`src/rtl/acc_exec_ctrl.sv`:
```
// acc_exec_ctrl: execute/writeback controller wrapped around an external
// combinational ALU. Accepts one decoded instruction per handshake and
// sequences it through IDLE -> EXEC -> WB. There is no pipelining.
//
// Ports:
//   clk, rst_n            clock (rising edge), asynchronous active-low reset
//   insn_valid/insn_ready decoder handshake; ready is high only in IDLE
//   insn_op/rs/imm        decoded opcode, register select, 4-bit immediate
//   alu_a/alu_b/alu_mode  ALU operands and one-hot mode (driven in EXEC only)
//   alu_c/alu_flags       ALU result and {GT, EQ} flags
//   acc, pc, flags_q      architectural accumulator, program counter, flags
//   commit                one-cycle pulse in WB
//   illegal               one-cycle pulse in WB for opcodes D..F

`ifndef ALU_MODE_COUNT
`define ALU_MODE_COUNT 7
`endif
`ifndef ALU_FLAG_COUNT
`define ALU_FLAG_COUNT 2
`endif

module acc_exec_ctrl #(
    parameter int BIT_COUNT = 8
) (
    input  logic                       clk,
    input  logic                       rst_n,
    input  logic                       insn_valid,
    output logic                       insn_ready,
    input  logic [3:0]                 insn_op,
    input  logic [2:0]                 insn_rs,
    input  logic [3:0]                 insn_imm,
    output logic [BIT_COUNT-1:0]       alu_a,
    output logic [BIT_COUNT-1:0]       alu_b,
    output logic [`ALU_MODE_COUNT-1:0] alu_mode,
    input  logic [BIT_COUNT-1:0]       alu_c,
    input  logic [`ALU_FLAG_COUNT-1:0] alu_flags,
    output logic [BIT_COUNT-1:0]       acc,
    output logic [BIT_COUNT-1:0]       pc,
    output logic [`ALU_FLAG_COUNT-1:0] flags_q,
    output logic                       commit,
    output logic                       illegal
);

    // One-hot mode bit positions and flag bit positions.
    localparam int M_ADD   = 0;
    localparam int M_SHIFT = 1;
    localparam int M_NOT   = 2;
    localparam int M_AND   = 3;
    localparam int M_OR    = 4;
    localparam int M_XOR   = 5;
    localparam int M_BYP   = 6;
    localparam int F_EQ    = 0;
    localparam int F_GT    = 1;

    localparam logic [3:0] OP_ADD  = 4'h0;
    localparam logic [3:0] OP_ADDI = 4'h1;
    localparam logic [3:0] OP_SH   = 4'h2;
    localparam logic [3:0] OP_SHI  = 4'h3;
    localparam logic [3:0] OP_NOT  = 4'h4;
    localparam logic [3:0] OP_AND  = 4'h5;
    localparam logic [3:0] OP_OR   = 4'h6;
    localparam logic [3:0] OP_XOR  = 4'h7;
    localparam logic [3:0] OP_MVA  = 4'h8;
    localparam logic [3:0] OP_MVX  = 4'h9;
    localparam logic [3:0] OP_LDI  = 4'hA;
    localparam logic [3:0] OP_BEQ  = 4'hB;
    localparam logic [3:0] OP_BGT  = 4'hC;

    typedef enum logic [1:0] {
        S_IDLE = 2'd0,
        S_EXEC = 2'd1,
        S_WB   = 2'd2
    } state_t;

    state_t state, state_nxt;

    logic [3:0]                 op_q;
    logic [2:0]                 rs_q;
    logic [3:0]                 imm_q;
    logic [BIT_COUNT-1:0]       acc_q;
    logic [BIT_COUNT-1:0]       pc_q;
    logic [BIT_COUNT-1:0]       result_q;
    logic [`ALU_FLAG_COUNT-1:0] flg_q;
    logic [BIT_COUNT-1:0]       xr [0:6];

    logic [BIT_COUNT-1:0]       xsel;
    logic [BIT_COUNT-1:0]       imm_z;
    logic [BIT_COUNT-1:0]       imm_s;
    logic [`ALU_MODE_COUNT-1:0] mode_dec;
    logic                       b_from_x;
    logic                       b_from_imm;
    logic                       wr_acc;
    logic                       wr_x;
    logic                       cap_flags;
    logic                       is_illegal;
    logic                       taken;

    // rs=7 is reserved and reads as zero.
    assign xsel  = (rs_q == 3'd7) ? '0 : xr[rs_q];
    assign imm_z = {{(BIT_COUNT-4){1'b0}}, imm_q};
    assign imm_s = {{(BIT_COUNT-4){imm_q[3]}}, imm_q};

    always_comb begin
        mode_dec   = '0;
        b_from_x   = 1'b0;
        b_from_imm = 1'b0;
        wr_acc     = 1'b0;
        wr_x       = 1'b0;
        cap_flags  = 1'b0;
        is_illegal = 1'b0;
        case (op_q)
            OP_ADD:  begin mode_dec[M_ADD]   = 1'b1; b_from_x   = 1'b1; wr_acc = 1'b1; end
            OP_ADDI: begin mode_dec[M_ADD]   = 1'b1; b_from_imm = 1'b1; wr_acc = 1'b1; end
            OP_SH:   begin mode_dec[M_SHIFT] = 1'b1; b_from_x   = 1'b1; wr_acc = 1'b1; end
            OP_SHI:  begin mode_dec[M_SHIFT] = 1'b1; b_from_imm = 1'b1; wr_acc = 1'b1; end
            OP_NOT:  begin mode_dec[M_NOT]   = 1'b1; wr_acc = 1'b1; end
            OP_AND:  begin mode_dec[M_AND]   = 1'b1; b_from_x = 1'b1; wr_acc = 1'b1; end
            OP_OR:   begin mode_dec[M_OR]    = 1'b1; b_from_x = 1'b1; wr_acc = 1'b1; end
            OP_XOR:  begin
                mode_dec[M_XOR] = 1'b1; b_from_x = 1'b1; wr_acc = 1'b1; cap_flags = 1'b1;
            end
            OP_MVA:  begin mode_dec[M_BYP] = 1'b1; wr_x = 1'b1; end
            OP_MVX:  wr_acc = 1'b1;
            OP_LDI:  wr_acc = 1'b1;
            OP_BEQ, OP_BGT: begin
                mode_dec[M_XOR] = 1'b1; b_from_x = 1'b1; cap_flags = 1'b1;
            end
            default: is_illegal = 1'b1;
        endcase
    end

    // In WB flags_q already holds the flags captured in this instruction's EXEC.
    assign taken = ((op_q == OP_BEQ) && flg_q[F_EQ]) ||
                   ((op_q == OP_BGT) && flg_q[F_GT]);

    // ALU interface is quiet outside EXEC so mode is zero or one-hot.
    always_comb begin
        alu_mode = '0;
        alu_a    = '0;
        alu_b    = '0;
        if (state == S_EXEC) begin
            alu_mode = mode_dec;
            alu_a    = acc_q;
            if (b_from_x)
                alu_b = xsel;
            else if (b_from_imm)
                alu_b = imm_z;
        end
    end

    always_comb begin
        state_nxt = state;
        case (state)
            S_IDLE:  if (insn_valid) state_nxt = S_EXEC;
            S_EXEC:  state_nxt = S_WB;
            S_WB:    state_nxt = S_IDLE;
            default: state_nxt = S_IDLE;
        endcase
    end

    always_ff @(posedge clk or negedge rst_n) begin
        if (!rst_n)
            state <= S_IDLE;
        else
            state <= state_nxt;
    end

    always_ff @(posedge clk or negedge rst_n) begin
        if (!rst_n) begin
            op_q     <= '0;
            rs_q     <= '0;
            imm_q    <= '0;
            acc_q    <= '0;
            pc_q     <= '0;
            result_q <= '0;
            flg_q    <= '0;
            for (int i = 0; i < 7; i++)
                xr[i] <= '0;
        end else begin
            case (state)
                S_IDLE: begin
                    if (insn_valid) begin
                        op_q  <= insn_op;
                        rs_q  <= insn_rs;
                        imm_q <= insn_imm;
                    end
                end
                S_EXEC: begin
                    // MVX and LDI bypass the ALU entirely.
                    if (op_q == OP_MVX)
                        result_q <= xsel;
                    else if (op_q == OP_LDI)
                        result_q <= imm_z;
                    else
                        result_q <= alu_c;
                    if (cap_flags)
                        flg_q <= alu_flags;
                end
                S_WB: begin
                    if (wr_acc)
                        acc_q <= result_q;
                    if (wr_x && (rs_q != 3'd7))
                        xr[rs_q] <= result_q;
                    pc_q <= taken ? pc_q + imm_s : pc_q + 1'b1;
                end
                default: ;
            endcase
        end
    end

    assign insn_ready = (state == S_IDLE);
    assign commit     = (state == S_WB);
    assign illegal    = (state == S_WB) && is_illegal;
    assign acc        = acc_q;
    assign pc         = pc_q;
    assign flags_q    = flg_q;

endmodule

```
`config.mk`:
```
export PLATFORM = sky130hd
export DESIGN_NAME = acc_exec_ctrl
export DESIGN_NICKNAME = d
export VERILOG_FILES = /design/src/rtl/acc_exec_ctrl.sv
export SDC_FILE = /design/constraint.sdc
export NUM_CORES = 1
export LEC_CHECK = 0
export ABC_CLOCK_PERIOD_IN_PS = 7800
export CAP_MARGIN = 40
export CELL_PAD_IN_SITES_DETAIL_PLACEMENT = 2
export CELL_PAD_IN_SITES_GLOBAL_PLACEMENT = 2
export CORE_ASPECT_RATIO = 1.4
export CORE_MARGIN = 2
export CORE_UTILIZATION = 40
export CTS_BUF_LIST = sky130_fd_sc_hd__clkbuf_4 sky130_fd_sc_hd__clkbuf_8 sky130_fd_sc_hd__clkbuf_16
export CTS_CLUSTER_SIZE = 8
export DETAILED_ROUTE_END_ITERATION = 6
export PLACE_DENSITY_LB_ADDON = 0.1
export SYNTH_ARGS = -nofsm -noshare
export SYNTH_HDL_FRONTEND = slang
export SYNTH_SLANG_ARGS = --single-unit
```
`constraint.sdc`:
```
create_clock -name clk -period 7.8 [get_ports clk]
set_clock_uncertainty 0.2 [all_clocks]
set_input_delay 0.78 -clock clk [delete_from_list [all_inputs] [get_ports clk]]
set_output_delay 0.78 -clock clk [all_outputs]
set_load 0.02 [all_outputs]
```
# Word level (Yosys, flattened, before mapping)
# Cells that the tools add are included.
classes:
  n_addsub: 2
  magnitude_cmp: 2
  n_eq_ne: 17
  n_mux: 28
  bitwise_logic: 1
  n_reduce_logical: 19
ops:
  columns: ["operator", "n"]
  rows:
  - ["8-bit two-way mux", 10]
  - ["56-bit bitwise mux", 1]
  - ["8-bit binary-select mux with 3-bit select", 1]
  - ["8-bit demux with 3-bit select", 1]
  - ["4-bit equality test (second input constant)", 5]
  - ["4-bit by 3-bit equality test with 1-bit output (second input constant)", 4]
  - ["13-bit OR reduction", 1]
  - ["1-bit two-way mux", 11]
  - ["10-bit OR reduction", 1]
  - ["8-bit by 1-bit adder with 8-bit output (second input constant)", 1]
  - ["8-bit adder", 1]
  - ["4-bit by 2-bit equality test with 1-bit output (second input constant)", 2]
  - ["2-bit AND reduction", 4]
  - ["7-bit two-way mux", 1]
  - ["7-bit OR reduction", 1]
  - ["2-bit OR reduction", 3]
  - ["1-bit logical AND", 5]
  - ["4-bit by 1-bit equality test with 1-bit output (second input constant)", 1]
  - ["4-bit >= comparator (second input constant)", 1]
  - ["4-bit zero test", 1]
  - ["4-bit by 1-bit less-than comparator with 1-bit output (second input constant)", 1]
  - ["4-bit two-way mux", 1]
  - ["3-bit inverter with 4-bit output", 1]
  - ["2-bit one-hot mux with 2 select lines", 1]
  - ["9 further kinds", 9]
word_totals:
  register_bits: 95
  inputBits: 24
  wordCells: 84

# Depth between registers and ports, before layout
logic_depth:
  word_depth: 7
  mapped_depth: 12

# Worst setup path after synthesis
# Ideal clock, no wire load.
synth_timing:
  kind: "flip-flop to output port"
  from: "register rs_q[2]"
  to: "output port alu_b[3]"
  arrival_time_ns: 1.847
  setup_slack_ns: 4.973
  stages_incl_launch_ff: 7
  n_path_buf: 2
  path_cell_list: "dfrtp_1 -> clkbuf_1 -> buf_1 -> a21oi_1 -> a211oi_1 -> a311oi_1 -> o21ai_0"
synth_via:
  elab_chain_len: 7
  elab_cells_between_ends: 8
synth_lines:
  columns: ["element", "line_no", "rtl"]
  rows:
  - ["from (decl)", "78", "logic [2:0] rs_q;"]
  - ["from (signal assigned)", "184", "rs_q <= insn_rs;"]
  - ["3-bit inverter with 4-bit output (implied by the code)", "99", "assign xsel = (rs_q == 3'd7) ? '0 : xr[rs_q];"]
  - ["8-bit binary-select mux with 3-bit select", "99", null]
  - ["8-bit two-way mux (implied by the code) (2 in a row)", "99", null]
  - ["8-bit two-way mux (*)", "99", null]
  - ["8-bit two-way mux (*)", "144", "if (b_from_x)"]
  - ["8-bit two-way mux (*)", "141", "if (state == S_EXEC) begin"]
  - ["to (decl)", "33", "output logic [BIT_COUNT-1:0] alu_b,"]
# Every way passes the cells marked *; elsewhere a longest branch is shown, timed or not. The select of a mux whose other input is x is not followed.

# Final worst setup path
layout_timing:
  from: "register state[1]"
  to: "output port alu_b[0]"
layout_via:
  elab_chain_len: 2
layout_lines:
  columns: ["element", "line_no", "rtl"]
  rows:
  - ["from (decl)", "75", "state_t state, state_nxt;"]
  - ["from (signal assigned)", "165", "state <= state_nxt;"]
  - ["2-bit by 1-bit equality test with 1-bit output", "141", null]
  - ["8-bit two-way mux", "141", null]
# Every way passes these cells.

==> metrics.txt <==
core area=between 10000 and 15000 µm²; tightest hold margin=0.09628 ns; clock tree root buffer cell=clkbuf_16; die width=roughly 96 µm; Num CTS Buffers=9; share of post-route cells with drive strength above 1=0.2457; delay contributed by the slowest stage of the critical path=between 0.6 and 0.7 ns; clock slew at the register clock pins of the worst setup and hold paths=0.06 ns; cell type contributing the most total cell area after synthesis=dfrtp_1; average wire length per cell after detail routing=about 22 µm; clock tree from TritonCTS=yes; routed wire length=13.48 mm; number of cells after detailed placement=a little under 600; iteration count of the initial detailed-routing pass=4; kind of launch point of the worst setup path=flop; final instance count without filler cells=roughly 610; Layout area overhead=25.29%; Total Power=roughly 1.7 mW; launch point of the worst reg-to-reg path=op_q[0]$_DFFE_PN0P_; number of failing hold endpoints at the final stage=0; Post-Layout Inst Area=just under 6000 µm²; Vias=between 3000 and 4000; nets=about 480; post-DP HPWL=approximately 9.7 mm; status=finished clean; asr flop ratio synth=1.000; CP Data Arrival Time=about 3.1 ns; part of the cycle the worst path needs=0.5170; Slowest cell on crit path=clkdlybuf4s50_1; number of enable flip-flop cells after synthesis=0; sequential element share of the synthesized area=0.5021; number of sinks driven by the clock tree=95; maximum number of pins on one net before global-route repair=49; clock latency at the later pin of the worst-skew pair=0.35 ns; Max Fanout on Critical Path=16; Min-Delay Path Class=primary input to async pin; routability congestion estimate from global placement=about 0.76; main flop type after synthesis=dfrtp_1; upper clock frequency limit=around 250 MHz; top cell type's share of synthesized area=0.5021; detail-routed via count per cell=about 5.6; total number of yosys warnings=0; maximum vdd drop=0.1110 mV; Max clock buf depth=2; critical path cell sequence=nand2b_1 > inv_1 > o21ai_1 > o21ai_0 > clkdlybuf4s50_1; origin of the worst setup path=state[1]$_DFFE_PN0P_; post-route setup slack=roughly 3.8 ns; first-pass GRT wire length=21.51 mm; final routed DRC violation total=0; Mean Syn Cell Area=roughly 12 µm²; final-report setup violation count=0; number of nets in the synthesized netlist=~420; quantity of I/O buffers inserted on ports=67; H-tree depth reported by CTS=3; post-layout util=0.5069; number of setup buffers added after CTS=0; most common cell after layout, fill and taps aside=dfrtp_1; area of the die=roughly 13000 µm²; worst slew margin relative to its limit=0.3999; post-placement worst setup slack=about 4.1 ns; commonest cells after routing, fill and taps aside=95 x dfrtp_1, 80 x mux2_2, 66 x clkdlybuf4s50_1; leading post-synthesis cells by cell area=dfrtp_1 50%, mux2_2 19%, mux2i_1 3.2%, nand2_1 2.1%, o21ai_0 1.5%; final critical path time including I/O delays and setup=around 4.0 ns; Hold-fix buffers, CTS=0; slew of the pin with the lowest slew margin=between 0.8 and 0.9 ns; cell count after synthesis=between 300 and 400; Power Density=291.8 nW/µm²; required arrival time at the worst endpoint=6.82 ns; type of the setup path with the least slack=flop to primary output; Vert. Die Dim=132.7 µm; netlist area before placement=around 4700 µm²; initial core utilization=0.4046; number of register bits inferred by synthesis=95; Top Ports=between 60 and 70; unrepaired setup endpoints after global routing=no; final total negative setup slack=0 ns; Lkg Pwr=roughly 2.6 nW; global route overflow=0; number of antenna violations at the first check in global routing=0; post-placement cell area=~5600 µm²; Maximum Capacitance Violations=0; Antenna Diode Count=0; count of distinct cell types in the synthesized netlist=57; combined global-route utilization of all metal layers=0.2275; DRC marker count from the first detailed-route iteration=between 90 and 100; Antenna Violating Nets Remaining=0; nature of the critical path endpoint=primary output; number of global-route vias before repair=3802; Cell Rows=47; number of gates resized after cts=0; count of final max-slew check failures=0
## sequential cells by signal, summed over array words and instances (netlist names)
name	cells
xr	56
acc	8
pc	8
result_q	8
imm_q	4
op_q	4
rs_q	3
flags_q	2
state	2
## kinds of logic (layout without fill, tap and decap cells)
kind of cell,Yosys count,in the layout,share of synthesized area
fa+ha+maj,4,4,0.01216
simple gates,102,102,0.1303
buf+inv,25,97,0.02008
flops,95,95,0.5021
compound gates,54,54,0.07902
xor+xnor,7,7,0.01295
mux,101,101,0.2434
## cell type report
type,instances,area [µm²]
inverter,7,26.28
clock buffer,11,240.2
timing repair buffer,74,760.7
multi-input combinational,268,2262
fill,1150,5771
clock inverter,5,81.33
tap,147,183.9
sequential,95,2377
## worst max-delay path, delay by kind of cell (launching register included)
| kind | cells | cell delay [ns] |
|---|---|---|
| flip-flops | 1 | 0.40 |
| AO/OA/AOI/OAI | 2 | 0.72 |
| buffers and inverters | 2 | 1.18 |
| AND/OR/NAND/NOR | 1 | 0.40 |
## cells in the mapped netlist, drive strengths merged, types with 4 or more instances
master  instances
a22oi           6
buf             5
and3            5
o21ai          15
inv             6
nand3           7
dfrtp          95
a21oi           6
nor2b           6
nor2           13
mux2           83
and2           10
clkbuf         13
nor3b           7
mux2i          15
nand2          26
xnor2           4
o211ai          8
nor3            4
## power breakdown
group	switching (mW)	internal (mW)	total, mW
sequential	0.147	0.596	0.742
clock	0.190	0.289	0.479
combinational	0.251	0.258	0.509
## routing by layer
metal | up-vias | wire length (µm) | share of wire | global-route usage
met5 | - | 0 | 0 | 0
met4 | 0 | 184 | 0.014 | 0.06905
met3 | 10 | 316 | 0.023 | 0.02221
met2 | 56 | 7451 | 0.55 | 0.4103
met1 | 1811 | 5529 | 0.41 | 0.2814
li1 | 1552 | - | - | -
## worst paths after layout
check                                           to  depth (start not counted)  slack, ns
worst max register to register  xr[32]$_DFFE_PN0P_                          4       4.80
max in group asynchronous       xr[43]$_DFFE_PN0P_                          3       6.33
worst min register to register   pc[7]$_DFFE_PN0P_                          1       0.28
worst max-delay path                      alu_b[0]                          5       3.77
worst min-delay path             pc[5]$_DFFE_PN0P_                          1        0.1
min in group clk                 pc[7]$_DFFE_PN0P_                          1       0.28
Note: power is estimated with default switching activity, not from simulation.
